$ cat src/rtl/dmem_line_responder.sv
// D-cache line responder: serializes 256-bit fills/write-backs into 8 SRAM beats; DMEM_WB_FORWARD_EN adds a write-back line buffer.
// Latency: write ready at T+9+WAIT_CYCLES, read at T+9+RD_LAT+WAIT_CYCLES (T+2+WAIT_CYCLES on a buffer hit).
// Backpressure: the cache holds mem_valid until mem_ready; the SRAM port accepts one beat per cycle without stalling.
module dmem_line_responder #(
    parameter int ADDR_WIDTH  = 28,
    parameter int DATA_WIDTH  = 32,
    parameter int BLOCK_SIZE  = 256,
    parameter int RD_LAT      = 1,
    parameter int WAIT_CYCLES = 0
) (
    input  logic                  clk,
    input  logic                  rst,
    input  logic [ADDR_WIDTH-1:0] mem_addr,
    input  logic [BLOCK_SIZE-1:0] mem_wr,
    input  logic                  mem_rw,
    input  logic                  mem_valid,
    output logic [BLOCK_SIZE-1:0] mem_rd,
    output logic                  mem_ready,
    output logic [ADDR_WIDTH-1:0] sram_addr,
    output logic [DATA_WIDTH-1:0] sram_wdata,
    output logic                  sram_en,
    output logic                  sram_we,
    input  logic [DATA_WIDTH-1:0] sram_rdata,
    output logic                  busy
);
    localparam int BEATS = BLOCK_SIZE / DATA_WIDTH;
    localparam int CW    = $clog2(BEATS);
    localparam int LW    = ADDR_WIDTH - CW;
    localparam logic [CW-1:0] LAST_BEAT = CW'(BEATS - 1);
    localparam logic [3:0]    WAIT_LAST = (WAIT_CYCLES > 0) ? 4'(WAIT_CYCLES - 1) : 4'd0;

    typedef enum logic [2:0] {IDLE, WRITE, READ, DRAIN, WAIT, DONE} state_t;
    localparam state_t POST_STATE = (WAIT_CYCLES == 0) ? DONE : WAIT;

    state_t                  state, state_nxt;
    logic [LW-1:0]           addr_q;
    logic                    rw_q;
    logic [BLOCK_SIZE-1:0]   line_q;
    logic [CW-1:0]           cnt;
    logic [3:0]              wcnt;
    logic [BLOCK_SIZE-1:0]   rd_buf, rd_line_nxt;
    logic [RD_LAT-1:0]       pipe_vld;
    logic [RD_LAT-1:0][CW-1:0] pipe_idx;
    logic                    ret_vld;
    logic [CW-1:0]           ret_idx;
    logic                    fwd_hit;
    logic                    fill_from_fwd;
    logic [BLOCK_SIZE-1:0]   fwd_line;
    logic                    unused_addr_bits;

    assign unused_addr_bits = ^mem_addr[CW-1:0];
    assign ret_vld = pipe_vld[RD_LAT-1];
    assign ret_idx = pipe_idx[RD_LAT-1];
    assign busy    = (state != IDLE);

`ifdef DMEM_WB_FORWARD_EN
    logic          fwd_vld;
    logic [LW-1:0] fwd_addr;

    // Most recent completed write-back; replaced by every write regardless of address.
    always_ff @(posedge clk) begin
        if (rst) begin
            fwd_vld <= 1'b0;
        end else if (state == WRITE && cnt == LAST_BEAT) begin
            fwd_vld  <= 1'b1;
            fwd_addr <= addr_q;
            fwd_line <= line_q;
        end
    end
    assign fwd_hit = fwd_vld && (fwd_addr == addr_q);
`else
    assign fwd_hit  = 1'b0;
    assign fwd_line = '0;
`endif

    always_comb begin
        state_nxt     = state;
        sram_en       = 1'b0;
        sram_we       = 1'b0;
        sram_addr     = '0;
        sram_wdata    = '0;
        mem_ready     = 1'b0;
        fill_from_fwd = 1'b0;
        case (state)
            IDLE: begin
                if (mem_valid) state_nxt = mem_rw ? WRITE : READ;
            end
            WRITE: begin
                sram_en    = 1'b1;
                sram_we    = 1'b1;
                sram_addr  = {addr_q, cnt};
                sram_wdata = line_q[cnt*DATA_WIDTH +: DATA_WIDTH];
                if (cnt == LAST_BEAT) state_nxt = POST_STATE;
            end
            READ: begin
                if (fwd_hit) begin
                    fill_from_fwd = 1'b1;
                    state_nxt     = POST_STATE;
                end else begin
                    sram_en   = 1'b1;
                    sram_addr = {addr_q, cnt};
                    if (cnt == LAST_BEAT) state_nxt = DRAIN;
                end
            end
            DRAIN: begin
                if (ret_vld && ret_idx == LAST_BEAT) state_nxt = POST_STATE;
            end
            WAIT: begin
                if (wcnt == WAIT_LAST) state_nxt = DONE;
            end
            DONE: begin
                // A cache that moved on (dropped valid or changed request) gets no pulse.
                mem_ready = mem_valid && (mem_addr[ADDR_WIDTH-1:CW] == addr_q) && (mem_rw == rw_q);
                state_nxt = IDLE;
            end
            default: state_nxt = IDLE;
        endcase
    end

    always_comb begin
        rd_line_nxt = rd_buf;
        rd_line_nxt[ret_idx*DATA_WIDTH +: DATA_WIDTH] = sram_rdata;
    end

    always_ff @(posedge clk) begin
        if (rst) begin
            state    <= IDLE;
            addr_q   <= '0;
            rw_q     <= 1'b0;
            line_q   <= '0;
            cnt      <= '0;
            wcnt     <= '0;
            pipe_vld <= '0;
            pipe_idx <= '0;
            rd_buf   <= '0;
            mem_rd   <= '0;
        end else begin
            state <= state_nxt;
            if (state == IDLE && mem_valid) begin
                addr_q <= mem_addr[ADDR_WIDTH-1:CW];
                rw_q   <= mem_rw;
                line_q <= mem_wr;
                cnt    <= '0;
            end else if (sram_en) begin
                cnt <= cnt + 1'b1;
            end
            wcnt <= (state == WAIT) ? wcnt + 4'd1 : 4'd0;
            // Beat index rides alongside the SRAM read latency.
            pipe_vld[0] <= sram_en && !sram_we;
            pipe_idx[0] <= cnt;
            for (int i = 1; i < RD_LAT; i++) begin
                pipe_vld[i] <= pipe_vld[i-1];
                pipe_idx[i] <= pipe_idx[i-1];
            end
            if (ret_vld) begin
                rd_buf <= rd_line_nxt;
                if (ret_idx == LAST_BEAT) mem_rd <= rd_line_nxt;
            end
            if (fill_from_fwd) mem_rd <= fwd_line;
        end
    end
endmodule

$ cat config.mk
export PLATFORM = sky130hd
export DESIGN_NAME = dmem_line_responder
export DESIGN_NICKNAME = d
export VERILOG_FILES = /design/src/rtl/dmem_line_responder.sv
export SDC_FILE = /design/constraint.sdc
export NUM_CORES = 1
export LEC_CHECK = 0
export CORE_AREA = 2 2 294 296
export CTS_CLUSTER_DIAMETER = 100
export DETAILED_ROUTE_END_ITERATION = 6
export DIE_AREA = 0 0 296 298
export GPL_TIMING_DRIVEN = 0
export PLACE_DENSITY = 0.63
export SYNTH_ARGS = -nofsm -noshare
export SYNTH_HDL_FRONTEND = slang
export SYNTH_SLANG_ARGS = --single-unit
$ cat constraint.sdc
create_clock -name clk -period 3 [get_ports clk]
set_input_delay 0.45 -clock clk [delete_from_list [all_inputs] [get_ports clk]]
set_output_delay 0.45 -clock clk [all_outputs]
set_load 0.05 [all_outputs]
==> results_dict.tcl <==
set metrics [dict create \
    syn2layout_area_growth_pct 33.9 \
    cts.sink_count 808 \
    drt-initial-drc-count 2680 \
    nFillCells 8261 \
    critical_path_peak_fanout 5 \
    grt_use_total_pct 31.0 \
    port_buffers 621 \
    drive_gt1_share_pct 12.1 \
    antenna_found_initial 8 \
    ir_worst_vdd_uv 381 \
    crit_buf_inv 4 \
    cpPeakStageDelay_ns 0.60 \
    start_kind "register" \
    cts_hold_buf 0 \
    setup_violations 0 \
    insertion_delay_ns 0.64 \
    cts_buffer_depth 3 \
    yosysSeqAreaShare_pct 48.1 \
    synth_cell_types 52 \
    wl_per_cell_um 23.2 \
    synth_fp_nets 4451 \
    async_flop_share_pct 0 \
    syn-cell-area_um2 33700 \
    dp_hpwl_mm 107 \
    finalNetCount 5176 \
    postSynthCellCount 4123 \
    grt_pass1_wl_mm 203 \
    fp.dieH_um 298 \
    min_period_ns 2.93 \
    cts_root_buf "clkbuf_16" \
    cts_tree "done" \
    p_leak_nw 15.3 \
    synth_edf_count 0 \
    powerDensity_nw_per_um2 574 \
    outcome "completed" \
    fin_crit_sh_pct 97.8 \
    die_area_um2 88200 \
    gp_congestion 0.925 \
    rows 107 \
    rsz0062_at_grt "yes" \
    viasPerCell 5.43 \
    max_cap_violations 0 \
    drt-pass1-iter-count 6 \
    synth.avg_cell_area_um2 8.16 \
    grt_max_degree 15 \
    fmax_ghz 0.341 \
    slew_headroom_pct 16.8 \
    critPathKind "reg2out" \
    wirelength_mm 141 \
    tightest_slew_ns 1.25 \
    ys.flop_type "dfxtp_1" \
    finalNonFillerCells 6062 \
    cts.clk_slew.worst_paths_ns 0.06 \
    grt_pass1_vias 31600 \
    grt_overflow 0 \
    report.final.slew_viol_count 0 \
    finalHoldViolCount 0 \
    cts_made_buffers 87 \
    cp.arrival_ns 2.48 \
    required_ns 2.55 \
    start_util_pct 39.7 \
    remaining_drc_errors 0 \
    synth-seq-cells 808 \
    num_io_pins 640 \
    design.core.area_um2 84900 \
    holdCritPathClass "in2reg" \
    fin_skew_ns 0.0293 \
    total_power_w 0.0259 \
    yosysWarnings 0 \
    dp.cells 5888 \
    vias 32900 \
    cts-htree-levels 3 \
    ant_nets 0 \
    crit_chain "clkbuf_16 > buf_8 > buf_12 > mux4_2 > mux2i_2 > nor2_2 > buf_6" \
    endpoint_kind "primary output" \
    cp_slowest_cell "mux4_2" \
    finalSetupTns_ns 0 \
    critPathTopFamily "multiplexers" \
    die_x_um 296 \
]
-- path summary, 6_finish.rpt --
kind / slack (ns) / end / cells past startpoint / startpoint
hold reg to reg: 0.45 / line_q[197] / 2 / line_q[197]
setup reg to reg: 0.11 / rd_buf[100] / 13 / pipe_idx[0]
hold / removal: 0.36 / line_q[48] / 3 / mem_wr[48]
setup / recovery: 0.07 / sram_wdata[21] / 7 / cnt[0]
-- kinds of logic (layout without fill, tap and decap cells) --
kind of cell / count (synthesis) / count (layout) / synth area share [%]
XOR/XNOR: 30 / 30 / 0.781
buffers and inverters: 396 / 1188 / 5.25
AND/OR/NAND/NOR: 1970 / 1970 / 24.2
AO/OA/AOI/OAI: 770 / 770 / 14.8
adder cells (fa/ha/maj): 8 / 8 / 0.297
other: 0 / 3 / 0
flip-flops: 808 / 808 / 48.1
multiplexers: 141 / 141 / 6.57
-- worst reg2reg max path, cell delays in order (launching register included) --
cell and delay (ns):
dfxtp_2 0.34, buf_6 0.11, buf_8 0.11, clkbuf_16 0.18, inv_1 0.08, ha_2 0.19, ha_1 0.18, clkbuf_4 0.22
nand4bb_1 0.28, clkbuf_1 0.21, nor2_1 0.32, clkbuf_2 0.33, nand2_1 0.10, a21oi_1 0.16
-- cell usage after synthesis (8+ instances only) --
cell	instances	area share [%]
nand2_1	1228	14
dfxtp_1	808	48
a21oi_1	508	7.6
nor2_1	437	4.9
clkbuf_1	248	2.8
a311oi_1	112	2.9
nor3_1	110	1.6
buf_2	102	1.5
a211oi_1	82	1.8
mux2i_1	77	2.3
and2_1	70	1.3
mux4_2	64	4.3
nand3_1	45	0.67
a2111oi_2	35	1.6
nor3_2	28	0.83
a2111oi_1	27	0.80
xor2_1	19	0.49
buf_1	17	0.19
xnor2_1	11	0.29
buf_4	9	0.20
inv_1	9	0.10
ha_1	8	0.30
nand3b_1	8	0.18
nor2b_1	8	0.15
-- stage by stage --
| stage | worst slack (ns) | area (um^2) | hold slack, ns | utilization (%) |
|---|---|---|---|---|
| 2_1_floorplan | 0.00127 | 33700 | 0.430 | - |
| 3_3_place_gp | -1.04 | 41300 | 0.439 | 48.7 |
| 3_5_place_dp | -1.10 | 41300 | 0.444 | 48.7 |
| 4_1_cts | -0.182 | 44900 | 0.318 | 52.9 |
| 5_1_grt | -0.00507 | 45100 | 0.363 | 53.1 |
| 6_report | 0.0659 | 45100 | 0.359 | 53.1 |
-- layout make-up --
class / instances / area [um^2] / share of cell area [%]
tap: 1144 / 1430 / 3.18
clock inverter: 37 / 488 / 1.08
timing repair buffer: 638 / 6370 / 14.1
inverter: 9 / 33.8 / 0.0750
multi-input combinational: 2919 / 16000 / 35.5
clock buffer: 119 / 2530 / 5.61
sequential: 808 / 16200 / 35.9
antenna: 3 / 7.51 / 0.0167
buffer: 385 / 2020 / 4.48
-- cells in the final DEF (no fill, tap or decap), drive strengths merged, types with 2 or more instances in the layout --
cell,count
clkinvlp,6
inv,12
mux2i,77
a2111oi,64
nor3b,3
a21oi,508
nand3b,8
clkbuf,372
a211oi,82
or2,3
nand4,6
nor3,138
nor4b,2
nor4,4
and3,5
xor2,19
diode,3
and2,71
a311oi,112
nand2,1228
nand3,45
mux4,64
clkdlybuf4s15,26
clkinv,19
buf,184
xnor2,11
dfxtp,808
ha,8
clkdlybuf4s50,558
nor2b,8
nor2,439
nand4bb,2
bufinv,9
-- routing by layer --
metal  up-vias  global-route usage, %  wire [um]
li1      15400                      -          -
met1     15700                   37.8      54300
met2      1544                   51.9      66600
met3       316                   5.27      11700
met4         8                   16.3       8130
met5         -                      0         57
-- registers in the layout, summed over array words and instances (netlist names), 3 cells and up --
register  cells
addr_q       25
pipe_idx      3
rd_buf      256
cnt           3
mem_rd      256
line_q      256
state         3
wcnt          4
-- report_power, final --
| group | leakage [nW] | total, W | switching, W | internal, W |
|---|---|---|---|---|
| Combinational | 7.30 | 0.00325 | 0.00201 | 0.00123 |
| Clock | 1.48 | 0.0114 | 0.00467 | 0.00670 |
| Sequential | 6.55 | 0.0112 | 0.000185 | 0.0110 |
-- what timing repair did --
| item | in CTS | in global routing |
|---|---|---|
| endpoints found under the setup margin | 575 | 465 |
| resized for setup | 409 | 96 |
| hold endpoints to repair | 0 | 0 |
| cloned | 3 | 2 |
| pin swaps | 7 | 7 |
| buffers inserted | 10 | 3 |
Note: power is estimated with default switching activity, not from simulation.
